$ cat src/rtl/polygon_pixel_fifo.sv
// polygon_pixel_fifo
//   Buffers the per-pixel colour stream from the colour-comparison stage.
//   Pixels carrying the INVISIBLE code are replaced by the programmable
//   background colour before storage, then queued in a single-clock FIFO
//   that the video-output stage drains at its own pace. Occupancy flags and
//   a sticky overflow flag let the pipeline controller detect pixel loss.
//
// Ports
//   clk               system clock
//   reset             asynchronous, active-low reset
//   in_wr             write strobe, one pixel per high cycle
//   in_polygon_color  pixel colour, valid with in_wr
//   in_bg_color       background colour, sampled on each accepted write
//   in_rd             read request from the video-output stage
//   in_clr_overflow   clears the sticky overflow flag
//   out_data          registered read data
//   out_valid         one-cycle pulse: out_data holds a newly popped pixel
//   out_empty         count == 0
//   out_full          count == DEPTH
//   out_almost_full   count >= DEPTH-2
//   out_count         current occupancy, 0..DEPTH
//   out_overflow      sticky: a write was dropped
//
// Handshake: the write side has no backpressure. A pixel is accepted when
// in_wr=1 and the FIFO is not full, or when it is full but a read is
// accepted in the same cycle; otherwise it is dropped and out_overflow
// sets. A read is accepted when in_rd=1 and the FIFO is not empty; the
// popped pixel appears on out_data with out_valid=1 one cycle later.
// There is no write-to-read bypass.

module polygon_pixel_fifo #(
  parameter int                DATA_W    = 9,
  parameter int                DEPTH     = 16,
  parameter int                ADDR_W    = 4,
  parameter logic [DATA_W-1:0] INVISIBLE = 9'd510
) (
  input  logic              clk,
  input  logic              reset,
  input  logic              in_wr,
  input  logic [DATA_W-1:0] in_polygon_color,
  input  logic [DATA_W-1:0] in_bg_color,
  input  logic              in_rd,
  input  logic              in_clr_overflow,
  output logic [DATA_W-1:0] out_data,
  output logic              out_valid,
  output logic              out_empty,
  output logic              out_full,
  output logic              out_almost_full,
  output logic [ADDR_W:0]   out_count,
  output logic              out_overflow
);

  localparam logic [ADDR_W:0] FULL_CNT = (ADDR_W+1)'(DEPTH);
  localparam logic [ADDR_W:0] AF_CNT   = (ADDR_W+1)'(DEPTH - 2);
  localparam logic [ADDR_W:0] ONE_CNT  = (ADDR_W+1)'(1);

  logic [DATA_W-1:0] mem_q [DEPTH];

  logic [ADDR_W-1:0] wr_ptr_q, wr_ptr_d;
  logic [ADDR_W-1:0] rd_ptr_q, rd_ptr_d;
  logic [ADDR_W:0]   count_q, count_d;
  logic [DATA_W-1:0] data_q, data_d;
  logic              valid_q, valid_d;
  logic              ovf_q, ovf_d;

  logic              empty, full;
  logic              rd_acc, wr_acc, wr_drop;
  logic [DATA_W-1:0] wr_color;

  // Flags decode the registered count only, so they describe the state
  // left by the most recent clock edge.
  assign empty = (count_q == '0);
  assign full  = (count_q == FULL_CNT);

  assign rd_acc  = in_rd & ~empty;
  // A read in the same cycle frees a slot, so a full FIFO still takes it.
  assign wr_acc  = in_wr & (~full | rd_acc);
  assign wr_drop = in_wr & full & ~rd_acc;

  // Exact 9-bit match; every other code, including 511, passes through.
  assign wr_color = (in_polygon_color == INVISIBLE) ? in_bg_color : in_polygon_color;

  always_comb begin
    wr_ptr_d = wr_ptr_q;
    rd_ptr_d = rd_ptr_q;
    count_d  = count_q;
    data_d   = data_q;
    valid_d  = 1'b0;
    ovf_d    = ovf_q;

    if (wr_acc) wr_ptr_d = wr_ptr_q + 1'b1;
    if (rd_acc) begin
      rd_ptr_d = rd_ptr_q + 1'b1;
      data_d   = mem_q[rd_ptr_q];
      valid_d  = 1'b1;
    end

    case ({wr_acc, rd_acc})
      2'b10:   count_d = count_q + ONE_CNT;
      2'b01:   count_d = count_q - ONE_CNT;
      default: count_d = count_q;
    endcase

    // A drop in the same cycle as a clear wins, so no loss goes unreported.
    if (wr_drop)              ovf_d = 1'b1;
    else if (in_clr_overflow) ovf_d = 1'b0;
  end

  always_ff @(posedge clk or negedge reset) begin
    if (!reset) begin
      wr_ptr_q <= '0;
      rd_ptr_q <= '0;
      count_q  <= '0;
      data_q   <= '0;
      valid_q  <= 1'b0;
      ovf_q    <= 1'b0;
    end else begin
      wr_ptr_q <= wr_ptr_d;
      rd_ptr_q <= rd_ptr_d;
      count_q  <= count_d;
      data_q   <= data_d;
      valid_q  <= valid_d;
      ovf_q    <= ovf_d;
    end
  end

  // Storage is not reset; stale entries are unreachable once the pointers
  // return to zero.
  always_ff @(posedge clk) begin
    if (wr_acc) mem_q[wr_ptr_q] <= wr_color;
  end

  assign out_data        = data_q;
  assign out_valid       = valid_q;
  assign out_empty       = empty;
  assign out_full        = full;
  assign out_almost_full = (count_q >= AF_CNT);
  assign out_count       = count_q;
  assign out_overflow    = ovf_q;

endmodule

$ cat config.mk
export PLATFORM = sky130hd
export DESIGN_NAME = polygon_pixel_fifo
export DESIGN_NICKNAME = d
export VERILOG_FILES = /design/src/rtl/polygon_pixel_fifo.sv
export SDC_FILE = /design/constraint.sdc
export NUM_CORES = 1
export LEC_CHECK = 0
export CAP_MARGIN = 20
export CORE_ASPECT_RATIO = 1.2
export CORE_MARGIN = 2
export CORE_UTILIZATION = 36
export DETAILED_ROUTE_END_ITERATION = 10
export GPL_ROUTABILITY_DRIVEN = 0
export SLEW_MARGIN = 5
export SYNTH_ARGS = -nofsm -noshare
export SYNTH_HDL_FRONTEND = slang
export SYNTH_SLANG_ARGS = --single-unit
$ cat constraint.sdc
create_clock -name clk -period 5.82 [get_ports clk]
set_input_delay 1.455 -clock clk [delete_from_list [all_inputs] [get_ports clk]]
set_output_delay 1.455 -clock clk [all_outputs]
set_load 0.01 [all_outputs]
Word level (Yosys, flattened, before mapping)
Memory sizes are Yosys's and may differ from the RTL's. A register that Yosys moved wholly into a read port is not among the register bits.
Cells that the tools add are included.
W data, S select, Z words.
Storage, ports and cells
  output and inout bits: 19
  memory bits (writable): 144
  word-level logic and storage cells: 34
  memories: 1
  bits in registers: 15
Memory list
  mem_q: depth 16, width 9, read ports 1, clocked after memory_dff 1, wr ports 1, RTL line 57  | logic [DATA_W-1:0] mem_q [DEPTH];
Operators by class
  bitwise operators: 8
  reductions and logical operators: 4
  order comparisons: 1
  equal/unequal tests: 4
  add/subtract/negate cells: 4
  multiplexer cells: 7
Operators with widths (number)
  $pmux W5 S2: 1
  $eq A9 B9 Y1 const B: 1
  $mux W9: 1
  $add A4 B1 Y4 const B: 2
  $add A5 B1 Y5 const B: 1
  $eq A5 B5 Y1 const B: 1
  $ge A5 B4 Y1 const B: 1
  $logic_not A5 Y1: 1
  $mux W1: 5
  $sub A5 B1 Y5 const B: 1
  $and A1 B1 Y1: 4
  $reduce_bool A2 Y1: 2
  $not A1 Y1: 3
  $eq A2 B1 Y1 const B: 1
  $eq A2 B2 Y1 const B: 1
  $logic_not A1 Y1: 1
  $or A1 B1 Y1: 1

Logic depth before layout (Yosys ltp)
  word-level depth: 7
  mapped depth: 10
  mapped depth without buffers: 10

Worst setup path after synthesis
No wires, ideal clock.
  path kind: input port to flip-flop
  start: input port in_rd
  end: register count_q[4], in the netlist out_count[4]
  path buffers: 0
  setup slack: 2.857 ns
  stages on the path: 9
  library setup time: 0.087 ns
  data required time: 5.733 ns
  data arrival time: 2.875 ns
  path through: o21ai_4 nor2_2 inv_1 fa_1 nor2b_1 o21ai_0 a21o_1 o32a_1 o211ai_1
Between the ends
  longest elaborated chain between the ends: 5
RTL lines
  from (decl): RTL line 42  | input logic in_rd,
  $and A1 B1 Y1 *: RTL line 75  | assign rd_acc = in_rd & ~empty;
  $or A1 B1 Y1: RTL line 77  | assign wr_acc = in_wr & (~full | rd_acc);
  $and A1 B1 Y1: RTL line 77
  $eq A2 B1 Y1 / $eq A2 B2 Y1 (equally long branches): RTL line 98  | case ({wr_acc, rd_acc})
  $pmux W5 S2 / $reduce_bool A2 Y1 (equally long branches)
  to (signal assigned): RTL line 120  | count_q <= count_d;
  to (decl): RTL line 61  | logic [ADDR_W:0] count_q, count_d;
Mark *: on every way between the ends. The rest lies on a longest branch, timed or not.
A chain may end at the register's enable or synchronous reset.

Worst setup path in the final report
  start: register count_q[0], in the netlist out_count[0]
  end: output port out_full
Between the ends
  longest elaborated chain between the ends: 1
RTL lines
  $eq A5 B5 Y1: RTL line 73  | assign full = (count_q == FULL_CNT);
  to (decl): RTL line 47  | output logic out_full,
Every way passes these cells.

==> results.tsv <==
metric	value	unit
total power	0.00368	W
Max Root-Sink Buffers	2	
Top FF cell, synth	edfxtp_1	
# nets final	440	
synthesized area	6820	um2
endpoints failing setup	0	
flops & latches, synth	168	
Placed Cells	644	
Num CTS Buffers	17	
Hold Path Class	register to register	
1st-iter DRT viols	205	
first-pass GRT wire length	20600	um
RSZ-0062 raised after global routing	false	
final cell utilization of the core	43.0	%
Worst R2R Start	out_count[1]	
Req. time, crit path	4.37	ns
Boundary Pins	42	
commonest non-fill, non-tap cell in the layout	edfxtp_1	
1st-pass router iterations	4	
DRC viols	0	
Root Buffer	clkbuf_16	
maximum capacitance violations	0	
critical hold path startpoint	out_data[5]	
total setup buffers inserted after CTS	0	
fin crit share	63.9	%
largest net degree at the start of global routing	39	
cells along the critical path	nor4_1 > nand2_1 > inv_1 > clkdlybuf4s50_1	
Pwr Density	457	nW/um2
Row Count	55	
I/O Buffers	41	
Yosys cell types	45	
clk slew on worst S/H paths	0.06	ns
status	completed	
vias in the first global route	3628	
post-route clock skew	0.00624	ns
CP Launch Type	register	
Synth Instances	355	
vias per cell	5.02	
Arr. time, crit path	2.26	ns
Setup crit start	out_count[0]	
max-slew violations	0	
dpl hpwl	8680	um
wire per inst	19.6	um
Post-synth EDFFs	144	
YS warnings	0	
CTS Sinks	168	
Worst-Skew Late Latency	0.42	ns
commonest non-fill, non-tap cells in the layout	edfxtp_1 (144), clkdlybuf4s50_1 (41), mux4_2 (36), dfrtp_1 (23), nand2_1 (21)	
core footprint	18700	um2
maximum vdd ir drop	0.000236	V
Initial Util	36.4	%
ant diodes	0	
final hold vios	0	
worst-path maximum fanout	6	
FFs w/ async S/R, synth	14.3	%
die area	20100	um2
worst slew pin tran	1.04	ns
Critical Path Max Stage Delay	0.59	ns
share of cells above drive strength 1	21.0	%
relative slew slack	30.7	%
Setup CP Type	register to output pin	
Die Y	155	um
Seq/Total Area, Yosys	72.2	%
H-tree depth	4	
hold_buf cts	0	
CTS tree	done	
LEAKAGE	2.68	nW
post_cts resized	0	
Detailed Route WL	13200	um
grt ovf	0	
fmax	269	MHz
syn nets	387	
crit end category	output pin	
post-route setup TNS	0	ns
Tot GR Track Use	14.3	%
non-filler cells, final	676	
DIE WIDTH	130	um
register area	4930	um2
FILL cells	1658	
final hold slack	0.496	ns
Multi-input gate area	1780	um2
syn_area_per_cell	19.2	um2
slowest CP cell	nor4_1	
Period minus WS final	3.72	ns
Syn-to-layout area delta	17.9	%
Detail Route Antenna Nets	0	
initial antenna violation count	0	
total vias in the final route	3391	
report_power, final:
| part | switching (W) | leakage [nW] | internal, W | total (W) |
|---|---|---|---|---|
| combinational | 0.000499 | 0.854 | 0.000553 | 0.00105 |
| clock | 0.000428 | 0.242 | 0.000533 | 0.000961 |
| sequential | 0.000168 | 1.59 | 0.00149 | 0.00166 |
| total | 0.00110 | 2.68 | 0.00258 | 0.00368 |
metal layers:
metal	track usage (%)	wire length, um
met5	0	0
met4	6.96	366
met3	4.19	576
met2	24.6	7120
met1	16.2	5190
area by class of cell:
class	count	share of cell area, %
clock buffers	20	5.43
clock inverters	11	0.747
inverters	11	0.514
multi-input cells	161	22.2
flip-flops and latches	168	61.3
repair buffers	49	5.90
well taps	256	3.98
registers in the layout, summed over array words and instances, names as in the netlist:
register / cells
out_valid: 1
out_count: 5
mem_q: 144
out_data: 9
wr_ptr_q: 4
rd_ptr_q: 4
out_overflow: 1
Yosys cell counts, types with 3 or more instances:
cell type,count,share of area (%)
mux2i_1,18,2.6
inv_1,10,0.55
a21o_1,3,0.33
mux4_2,36,12
ha_1,8,1.5
buf_1,4,0.22
nand2_1,21,1.2
xnor2_1,9,1.2
edfxtp_1,144,63
dfrtp_1,24,8.8
o221ai_1,9,1.2
nand4_1,3,0.28
mux2_2,6,0.99
nor3_1,4,0.29
nor2_1,13,0.72
buf_2,8,0.59
through the flow:
stage,area [um2],setup WS (ns)
floorplan,6820,2.86
finish,8040,2.10
global placement,7530,1.95
CTS,8030,2.06
detailed placement,7530,1.83
global route,8040,1.92
kinds of logic after synthesis:
| family | after synthesis | share of synthesized area [%] |
|---|---|---|
| and+or+nand+nor | 54 | 3.78 |
| adders and majority gates | 9 | 1.76 |
| DFF | 168 | 72.2 |
| xor gates and xnor gates | 9 | 1.16 |
| muxes | 62 | 16.0 |
| buffers and inverters | 26 | 1.69 |
| AOI/OAI and AO/OA | 27 | 3.47 |
worst paths after layout:
check	endpoint	depth (start not counted)	slack, ns
min in group asynchronous	rd_ptr_q[2]	2	1.41
hold reg to reg	out_data[5]	2	0.50
setup / recovery	out_full	4	2.10
setup reg to reg	out_count[4]	9	2.85
hold / removal	out_data[5]	2	0.50
max in group asynchronous	rd_ptr_q[1]	2	4.15
critical path, delay by kind of cell (launching register included):
family	cells	cell delay, ns
buffers and inverters	2	0.61
DFF	1	0.45
and+or+nand+nor	2	0.78
(Power assumes the default switching activity.)
